`src/rtl/led_trail_pwm.sv`:
```
// led_trail_pwm: per-channel PWM output stage with a decaying trail.
// A lit pattern bit snaps its channel to full brightness; once the bit drops,
// the channel level fades linearly by DECAY_STEP every DECAY_DIV clocks.
//
// Ports:
//   clk          system clock
//   rst          synchronous reset, active-high
//   enable       1 = run, 0 = freeze all state and blank outputs
//   pattern_in   raw LED pattern (bit i high = position i lit)
//   leds         registered PWM drive, one bit per channel
//   frame_start  registered one-cycle pulse while pwm counter sits at 0 after a wrap
//
// Build option: define LED_TRAIL_GAMMA_EN to compare against a registered
// square-law level (adds one pipeline stage, pattern->leds latency 3 clocks).
module led_trail_pwm #(
  parameter int NUM_LEDS   = 8,
  parameter int PWM_BITS   = 8,
  parameter int DECAY_DIV  = 50_000,
  parameter int DECAY_STEP = 16
) (
  input  logic                clk,
  input  logic                rst,
  input  logic                enable,
  input  logic [NUM_LEDS-1:0] pattern_in,
  output logic [NUM_LEDS-1:0] leds,
  output logic                frame_start
);
  localparam logic [PWM_BITS-1:0] LVL_MAX  = '1;
  localparam int                  PRE_W    = (DECAY_DIV > 1) ? $clog2(DECAY_DIV) : 1;
  localparam logic [PRE_W-1:0]    PRE_LAST = PRE_W'(DECAY_DIV - 1);
  localparam logic [PWM_BITS-1:0] STEP     = PWM_BITS'(DECAY_STEP);

  logic [PWM_BITS-1:0]                pwm_q, pwm_d;
  logic [PRE_W-1:0]                   pre_q, pre_d;
  logic                               decay_tick;
  logic [NUM_LEDS-1:0][PWM_BITS-1:0]  level_q, level_d;
  logic [NUM_LEDS-1:0][PWM_BITS-1:0]  cmp_lvl, cmp_val;
  logic [NUM_LEDS-1:0]                leds_q, leds_d;
  logic                               fs_q;

  always_comb begin
    pwm_d      = pwm_q + 1'b1;
    decay_tick = (pre_q == PRE_LAST);
    pre_d      = decay_tick ? '0 : pre_q + 1'b1;
  end

`ifdef LED_TRAIL_GAMMA_EN
  // Raw level is delayed alongside the square so the full-on/zero overrides
  // stay aligned with the gamma value they accompany.
  logic [NUM_LEDS-1:0][PWM_BITS-1:0] lvl_p_q, g_q, g_d;
`endif

  for (genvar i = 0; i < NUM_LEDS; i++) begin : g_lane
    always_comb begin
      level_d[i] = level_q[i];
      if (pattern_in[i])   level_d[i] = LVL_MAX;
      else if (decay_tick) level_d[i] = (level_q[i] < STEP) ? '0 : level_q[i] - STEP;
    end

`ifdef LED_TRAIL_GAMMA_EN
    logic [2*PWM_BITS-1:0] sq;
    assign sq         = (2*PWM_BITS)'(level_q[i]) * (2*PWM_BITS)'(level_q[i]);
    assign g_d[i]     = sq[2*PWM_BITS-1:PWM_BITS];
    assign cmp_lvl[i] = lvl_p_q[i];
    assign cmp_val[i] = g_q[i];
`else
    assign cmp_lvl[i] = level_q[i];
    assign cmp_val[i] = level_q[i];
`endif

    // Full scale is a hard on; otherwise duty is cmp_val / 2^PWM_BITS.
    assign leds_d[i] = (cmp_lvl[i] == LVL_MAX) ||
                       ((cmp_lvl[i] != '0) && (cmp_val[i] > pwm_q));
  end

  always_ff @(posedge clk) begin
    if (rst) begin
      pwm_q   <= '0;
      pre_q   <= '0;
      level_q <= '0;
      leds_q  <= '0;
      fs_q    <= 1'b0;
    end else if (enable) begin
      pwm_q   <= pwm_d;
      pre_q   <= pre_d;
      level_q <= level_d;
      leds_q  <= leds_d;
      fs_q    <= (pwm_q == LVL_MAX);
    end else begin
      leds_q  <= '0;
      fs_q    <= 1'b0;
    end
  end

`ifdef LED_TRAIL_GAMMA_EN
  always_ff @(posedge clk) begin
    if (rst) begin
      lvl_p_q <= '0;
      g_q     <= '0;
    end else if (enable) begin
      lvl_p_q <= level_q;
      g_q     <= g_d;
    end
  end
`endif

  assign leds        = leds_q;
  assign frame_start = fs_q;
endmodule
```
`config.mk`:
```
export PLATFORM = sky130hd
export DESIGN_NAME = led_trail_pwm
export DESIGN_NICKNAME = d
export VERILOG_FILES = /design/src/rtl/led_trail_pwm.sv
export SDC_FILE = /design/constraint.sdc
export NUM_CORES = 1
export LEC_CHECK = 0
export CAP_MARGIN = 20
export CORE_ASPECT_RATIO = 2
export CORE_MARGIN = 2
export CORE_UTILIZATION = 60
export CTS_CLUSTER_SIZE = 40
export DETAILED_ROUTE_END_ITERATION = 7
export GPL_TIMING_DRIVEN = 0
export PLACE_DENSITY = 0.78
export REMOVE_ABC_BUFFERS = 1
export SETUP_SLACK_MARGIN = 0.1
export SYNTH_ARGS = -nofsm -noshare
export SYNTH_HDL_FRONTEND = slang
export SYNTH_SLANG_ARGS = --single-unit
```
`constraint.sdc`:
```
create_clock -name clk -period 2.55 [get_ports clk]
set_clock_uncertainty 0.1 [all_clocks]
set_input_delay 0.51 -clock clk [delete_from_list [all_inputs] [get_ports clk]]
set_output_delay 0.51 -clock clk [all_outputs]
set_load 0.1 [all_outputs]
```
==> results.md, run 1 <==
* Root buffer cell: clkbuf_16
* Slew @ Worst Pin at 1.00 ns
* Antenna-violating nets left at 0
* Kind of critical path: flop to flop
* Cell Area, Synth at between 4000 and 5000 um2
* PortBufs at 19
* Power per Cell Area at ~570 nW/um2
* Area after DPL at between 5000 and 6000 um2
* Overall routing resource usage at about 30%
* Slowest CP cell: or4b_4
* Final Hold Viols at 0
* Routed WL per cell at about 18 um
* Number of top-level design ports at 20
* Maxcap violations at 0
* PnR worst setup slack at around 0.13 ns
* Most common cell in the synthesized netlist: ha_1
* Register bit total from synthesis at 73
* Post-Syn Area per Cell at around 8.5 um2
* Slew headroom at between 30% and 40%
* Post-synth top flop: dfxtp_1
* Share of post-route cells with drive strength above 1 at 7.24%
* CP Data Required Time at 2.70 ns
* Die Span X at 67.6 um
* Clock sink count at 73
* Tcrit/Tclk final at between 90 and 100%
* Ys Warns at 0
* RePlAce Congestion at between 0.8 and 0.9
* Core Area at 7890 um2
* First-pass GRT wire length at slightly above 20 mm
* Sum Neg Setup Slack at 0 ns
* Mean number of vias per cell at between 6 and 7
* H-Tree Depth at 3
* Fill cell count at 598
* Final wirelength at around 12 mm
* Outcome: completed
* Die area at ~9000 um2
* RSZ-0062 raised after global routing: false
* Mapped Cells at 570
* Count of flip-flops with a built-in enable after synthesis at 0
* Inserted Diodes at 0
* Count of final max-slew check failures at 0
* Hpwl dp at 8.49 mm
* Number of CTS-inserted buffers at 9
* Via count at 4506
* Crit-path cells: or4b_4, or4_4, buf_16, or4_1, a31oi_1
* Place WS at -1.74 ns
* Synth top cells by count: ha_1 (82), dfxtp_1 (73), a21oi_1 (44)
* Crit path max fanout at 23
* Dominant cells by area after synthesis: dfxtp_1 (30%), ha_1 (21%), a21oi_1 (4.5%)
* Yosys cell types at 45
* Worst Setup Start Kind: flop
* Final setup fails at 0
* Synth Area in XOR/XNOR at ~3.6%
* Synth Area in Adders at 21.1%
* Tmin final at 2.42 ns
* Total gr overflow at 0
* Share of the synthesized area in the top cell type at 30.1%
* Reg clk slew, reported paths at 0.05 ns
* Area growth from synthesis to layout at 14.9%
* Mux contribution to synthesized area at less than 1%
* Post-route insts no fill at 690
* Largest net degree at the start of global routing at 38
* Worst setup EP type: flop
* Worst path arrival time at around 2.6 ns
* Iter 0 DRT Violations at 289
* Asr flop ratio synth at 0%
* Final #Nets at just under 700
* DR pass1 iterations at 7
* Post-Synth Simple-Gate Area at between 20% and 30%
* Die height at around 130 um
* CP max stage delay at approximately 0.56 ns
* Sequential area share after synthesis at 30.1%
* Placed insts at approximately 670
* Clock Path Buffers at 2
* Initial antenna violation count at 0
* F_max at 414 MHz
* Fin area at between 5000 and 6000 um2
* Residual DRC at 0
* Worst vdd ir at roughly 0.00056 V
* Clock Latency Late Sink at 0.33 ns
* Vias in the first global route at ~4600
* Worst Hold Class: flop to flop
* Largest family of logic cells by synthesized area: simple AND/OR/NAND/NOR gates
* Row count at 46
* TritonCTS clock tree: done
* Leading area contributor after synthesis: dfxtp_1
* Reg2Reg Setup Slack at approximately 0.13 ns
* Leakage power at approximately 2.2 nW
* Synth Area in Compound Gates at ~17%
* Starting Density at approximately three fifths
==> path summary, 6_finish.rpt <==
check / cells past startpoint / startpoint / endpoint
setup / recovery: 5 / pre_q[11]$_SDFFE_PP0P_ / cmp_lvl[47]$_SDFFE_PP0P_
hold / removal: 2 / pwm_q[7]$_SDFFE_PP0P_ / frame_start$_SDFF_PP0_
setup reg to reg: 5 / pre_q[11]$_SDFFE_PP0P_ / cmp_lvl[47]$_SDFFE_PP0P_
hold reg to reg: 2 / pwm_q[7]$_SDFFE_PP0P_ / frame_start$_SDFF_PP0_
==> critical path, delay by kind of cell, from the launching register on <==
| family | cells | cell delay, ns |
|---|---|---|
| and+or+nand+nor | 3 | 1.54 |
| buffers and inverters | 1 | 0.19 |
| DFF | 1 | 0.34 |
| AOI/OAI and AO/OA | 1 | 0.17 |
==> registers in the layout, summed over array words and instances, names as in the netlist <==
signal	cells
pwm_q	8
frame_start	1
pre_q	16
leds	8
cmp_lvl	40
==> layout by cell type (no fill, tap or decap), drive strengths merged, types with 3 or more instances in the layout <==
cell and count:
buf 10, xnor2 17, o21ai 20, o21a 5
dfxtp 73, a21o 7, a21oi 44, nor3 16
or3b 5, nand2b 4, clkdlybuf4s50 17, nor4 9
nor2 27, nand3b 7, or4 6, nand4 34
nor3b 5, a221oi 3, nand3 17, ha 82
or3 13, xor2 3, nand2 33, nand4b 4
o22ai 8, nor2b 8, and3 3, o211ai 11
inv 42, clkbuf 14, a2111oi 4, a31oi 24
==> power by group <==
part	internal (mW)	switching (mW)	leakage (nW)	total [mW]
sequential	1.20	0.0861	0.601	1.29
clock	0.806	0.468	0.142	1.27
combinational	0.270	0.365	1.43	0.635
==> through the flow <==
stage	utilization, %	hold slack [ns]	power [mW]
finish	70.8	0.398	3.20
global route	70.8	0.419	3.34
CTS	70.2	0.381	3.20
detailed placement	65.4	0.368	1.93
global placement	64.6	0.361	1.88
floorplan	-	0.345	1.75
==> routing by layer <==
layer | global-route usage (%) | vias to the layer above | wire length, um
li1 | - | 2168 | -
met1 | 30.1 | 2156 | 4670
met2 | 53.0 | 138 | 6790
met3 | 5.82 | 44 | 471
met4 | 16.7 | 0 | 490
met5 | 0 | - | 0
==> logic make-up after synthesis <==
family,Yosys count
AOI/OAI and AO/OA,132
xor gates and xnor gates,20
adders and majority gates,82
buffers and inverters,62
DFF,73
muxes,2
and+or+nand+nor,199
==> final cells by class <==
cell class	count	area [um2]	area share, %
tap	96	120	2.15
clock buffer	13	260	4.66
timing repair buffer	28	303	5.42
clock inverter	2	37.5	0.672
sequential	73	1470	26.3
inverter	42	158	2.82
multi-input combinational	436	3240	58.0
==> what timing repair did <==
item	in CTS	in global routing
endpoints found under the setup margin	59	30
buffers inserted	6	0
gates resized for setup	10	10
hold buffers	0	0
cloned	1	0
pin swaps	4	1
Note: power is estimated with default switching activity, not from simulation.
==> inputs of run 2 (changes only) <==
--- a/config.mk
+++ b/config.mk
@@ -5,6 +5,7 @@
 export SDC_FILE = /design/constraint.sdc
 export NUM_CORES = 1
 export LEC_CHECK = 0
+export ABC_CLOCK_PERIOD_IN_PS = 2300
 export CAP_MARGIN = 20
 export CORE_ASPECT_RATIO = 2
 export CORE_MARGIN = 2
==> constraint.sdc (replaced) <==
create_clock -name clk -period 2.3 [get_ports clk]
set_clock_uncertainty 0.1 [all_clocks]
set_input_delay 0.46 -clock clk [delete_from_list [all_inputs] [get_ports clk]]
set_output_delay 0.46 -clock clk [all_outputs]
set_load 0.1 [all_outputs]
==> results.md, run 2 (synthesis gave the netlist of run 1 again) <==
* Outcome: completed
* Worst setup EP type: flop
* First-pass GRT wire length at 21.7 mm (+5.5%)
* Die area at 8880 um2 (unchanged)
* H-Tree Depth at 3 (unchanged)
* Crit-path cells: or4b_4, or4_4, buf_16, or4_4, a31oi_1
* Residual DRC at 0 (unchanged)
* Power per Cell Area at 614 nW/um2 (+7.3%)
* Reg clk slew, reported paths at 0.06 ns (about the same)
* DR pass1 iterations at 5 (-2)
* PortBufs at 19 (unchanged)
* RePlAce Congestion at 0.809 (unchanged)
* Initial antenna violation count at 0 (unchanged)
* CP max stage delay at 0.53 ns (-0.03 ns)
* Final setup fails at 0 (unchanged)
* Clock Path Buffers at 2 (unchanged)
* Clock Latency Late Sink at 0.33 ns (about the same)
* Die Span X at 67.6 um (unchanged)
* Area after DPL at 5160 um2 (unchanged)
* Area growth from synthesis to layout at 19.4%
* Max reg flops at 40 (unchanged)
* Slew headroom at 34.4% (+1.2 points)
* Tmin final at 2.28 ns (-0.141 ns)
* Routed WL per cell at 18.8 um (+4.5%)
* Post-route insts no fill at 701 (+1.6%)
* F_max at 439 MHz (+6.2%)
* Worst vdd ir at 0.000633 V (+13%)
* CP Data Required Time at 2.45 ns (-0.25 ns)
* Met2 Wirelength at 7.14 mm (+5.1%)
* Fin area at 5810 um2 (+4.0%)
* Antenna-violating nets left at 0 (unchanged)
* Cell mode on critical path: or4_4
* Clock sink count at 73 (unchanged)
* Root buffer cell: clkbuf_16
* Tcrit/Tclk final at 99.0% (+4.2 points)
* Core Area at 7890 um2 (unchanged)
* Share of post-route cells with drive strength above 1 at 10.4% (+3.2 points)
* Final #Nets at 694 (+1.6%)
* Mean number of vias per cell at 6.60 (+1.1%)
* Inserted Diodes at 0 (unchanged)
* Worst Setup Start Kind: flop
* Slowest CP cell: or4_4
* Number of CTS-inserted buffers at 9 (unchanged)
* Crit path max fanout at 5 (-78%)
* Commonest non-fill, non-tap cell in the layout: ha_1
* Leakage power at 2.32 nW (+7.0%)
* RSZ-0062 raised after global routing: true
* Fill cell count at 572 (-4.3%)
* Largest net degree at the start of global routing at 38 (unchanged)
* TritonCTS clock tree: done
* Slew @ Worst Pin at 0.988 ns (-0.0114 ns)
* Count of final max-slew check failures at 0 (unchanged)
* Maxcap violations at 0 (unchanged)
* Met1 WL at 4.75 mm (+1.6%)
* Top Layer Used: met4
* Number of top-level design ports at 20 (unchanged)
* Met3 Routed Length at 614 um (+30%)
* Starting Density at 61.6% (unchanged)
* Kind of critical path: flop to flop
* Hpwl dp at 8.49 mm (unchanged)
* Final wirelength at 13.2 mm (+6.1%)
* Total gr overflow at 0 (unchanged)
* Power, Total at 3.57 mW (+12%)
* Sum Neg Setup Slack at 0 ns (unchanged)
* Worst Hold Class: flop to flop
* Iter 0 DRT Violations at 271 (-6.2%)
* Final Hold Viols at 0 (unchanged)
* Die height at 131 um (unchanged)
* Vias in the first global route at 4772 (+2.7%)
* Worst path arrival time at 2.43 ns (-0.14 ns)
* Overall routing resource usage at 31.5% (+1.8 points)
* Row count at 46 (unchanged)
* Via count at 4628 (+2.7%)
* Commonest non-fill, non-tap cells in the layout: ha_1 (81), dfxtp_1 (67), a21oi_1 (44), inv_1 (42), nand4_1 (34)
* Placed insts at 668 (unchanged)
-- run 2: cell count changes in the layout (fill, tap and decap cells not counted), moves of 3 or more --
cell | previous run | this run
clkdlybuf4s50_1 | 17 | 8
dlygate4sd2_1 | 0 | 9
buf_4 | 5 | 11
o21ai_1 | 0 | 9
a2111oi_0 | 4 | 0
o21ai_0 | 20 | 10
buf_6 | 0 | 3
a2111oi_4 | 0 | 3
-- run 2: timing repair --
item | CTS | global route
cloned | 3 | 0
pin swaps | 15 | 6
endpoints found under the hold margin | 0 | 0
gates resized for setup | 52 | 11
buffers inserted | 14 | 1
hold buffers | 0 | 0
setup endpoints to repair | 76 | 33
-- run 2: worst max-delay path: cells and delay by family, from the launching register on --
kind	cells	cell delay, ns
AO/OA/AOI/OAI	1	0.13
buffers and inverters	1	0.18
flip-flops	1	0.34
AND/OR/NAND/NOR	3	1.44
-- run 2: layer usage --
metal	vias up	track usage (%)
li1	2203	-
met1	2210	32.3
met3	63	5.48
met4	0	18.9
met5	-	0
met2	152	55.8
-- run 2: cell type report --
class                   instances  area [um2]  area share (%)
clock buffers                  13         260            4.48
repair buffers                 39         430            7.41
clock inverters                 2        37.5           0.647
inverters                      42         158            2.72
flip-flops and latches         73        1480            25.4
multi-input cells             436        3320            57.2
well taps                      96         120            2.07
-- run 2: stage by stage --
step,util (%),hold WS (ns),worst slack [ns]
floorplan,-,0.345,-0.314
global placement,64.6,0.361,-2.39
detailed placement,65.4,0.368,-1.94
CTS,73.0,0.381,-0.0492
global route,73.6,0.419,0.0106
finish,73.6,0.389,0.0234
-- run 2: final timing paths --
| kind | slack (ns) | cells past startpoint | to | startpoint |
|---|---|---|---|---|
| max | 0.02 | 5 | cmp_lvl[47]$_SDFFE_PP0P_ | pre_q[10]$_SDFFE_PP0P_ |
| min | 0.39 | 2 | frame_start$_SDFF_PP0_ | pwm_q[7]$_SDFFE_PP0P_ |
| max reg2reg | 0.02 | 5 | cmp_lvl[47]$_SDFFE_PP0P_ | pre_q[10]$_SDFFE_PP0P_ |
| min reg2reg | 0.39 | 2 | frame_start$_SDFF_PP0_ | pwm_q[7]$_SDFFE_PP0P_ |
-- run 2: where the power goes --
group / internal [mW] / switching (mW) / leakage [nW]
sequential: 1.33 / 0.100 / 0.603
clock: 0.894 / 0.524 / 0.142
combinational: 0.295 / 0.422 / 1.58
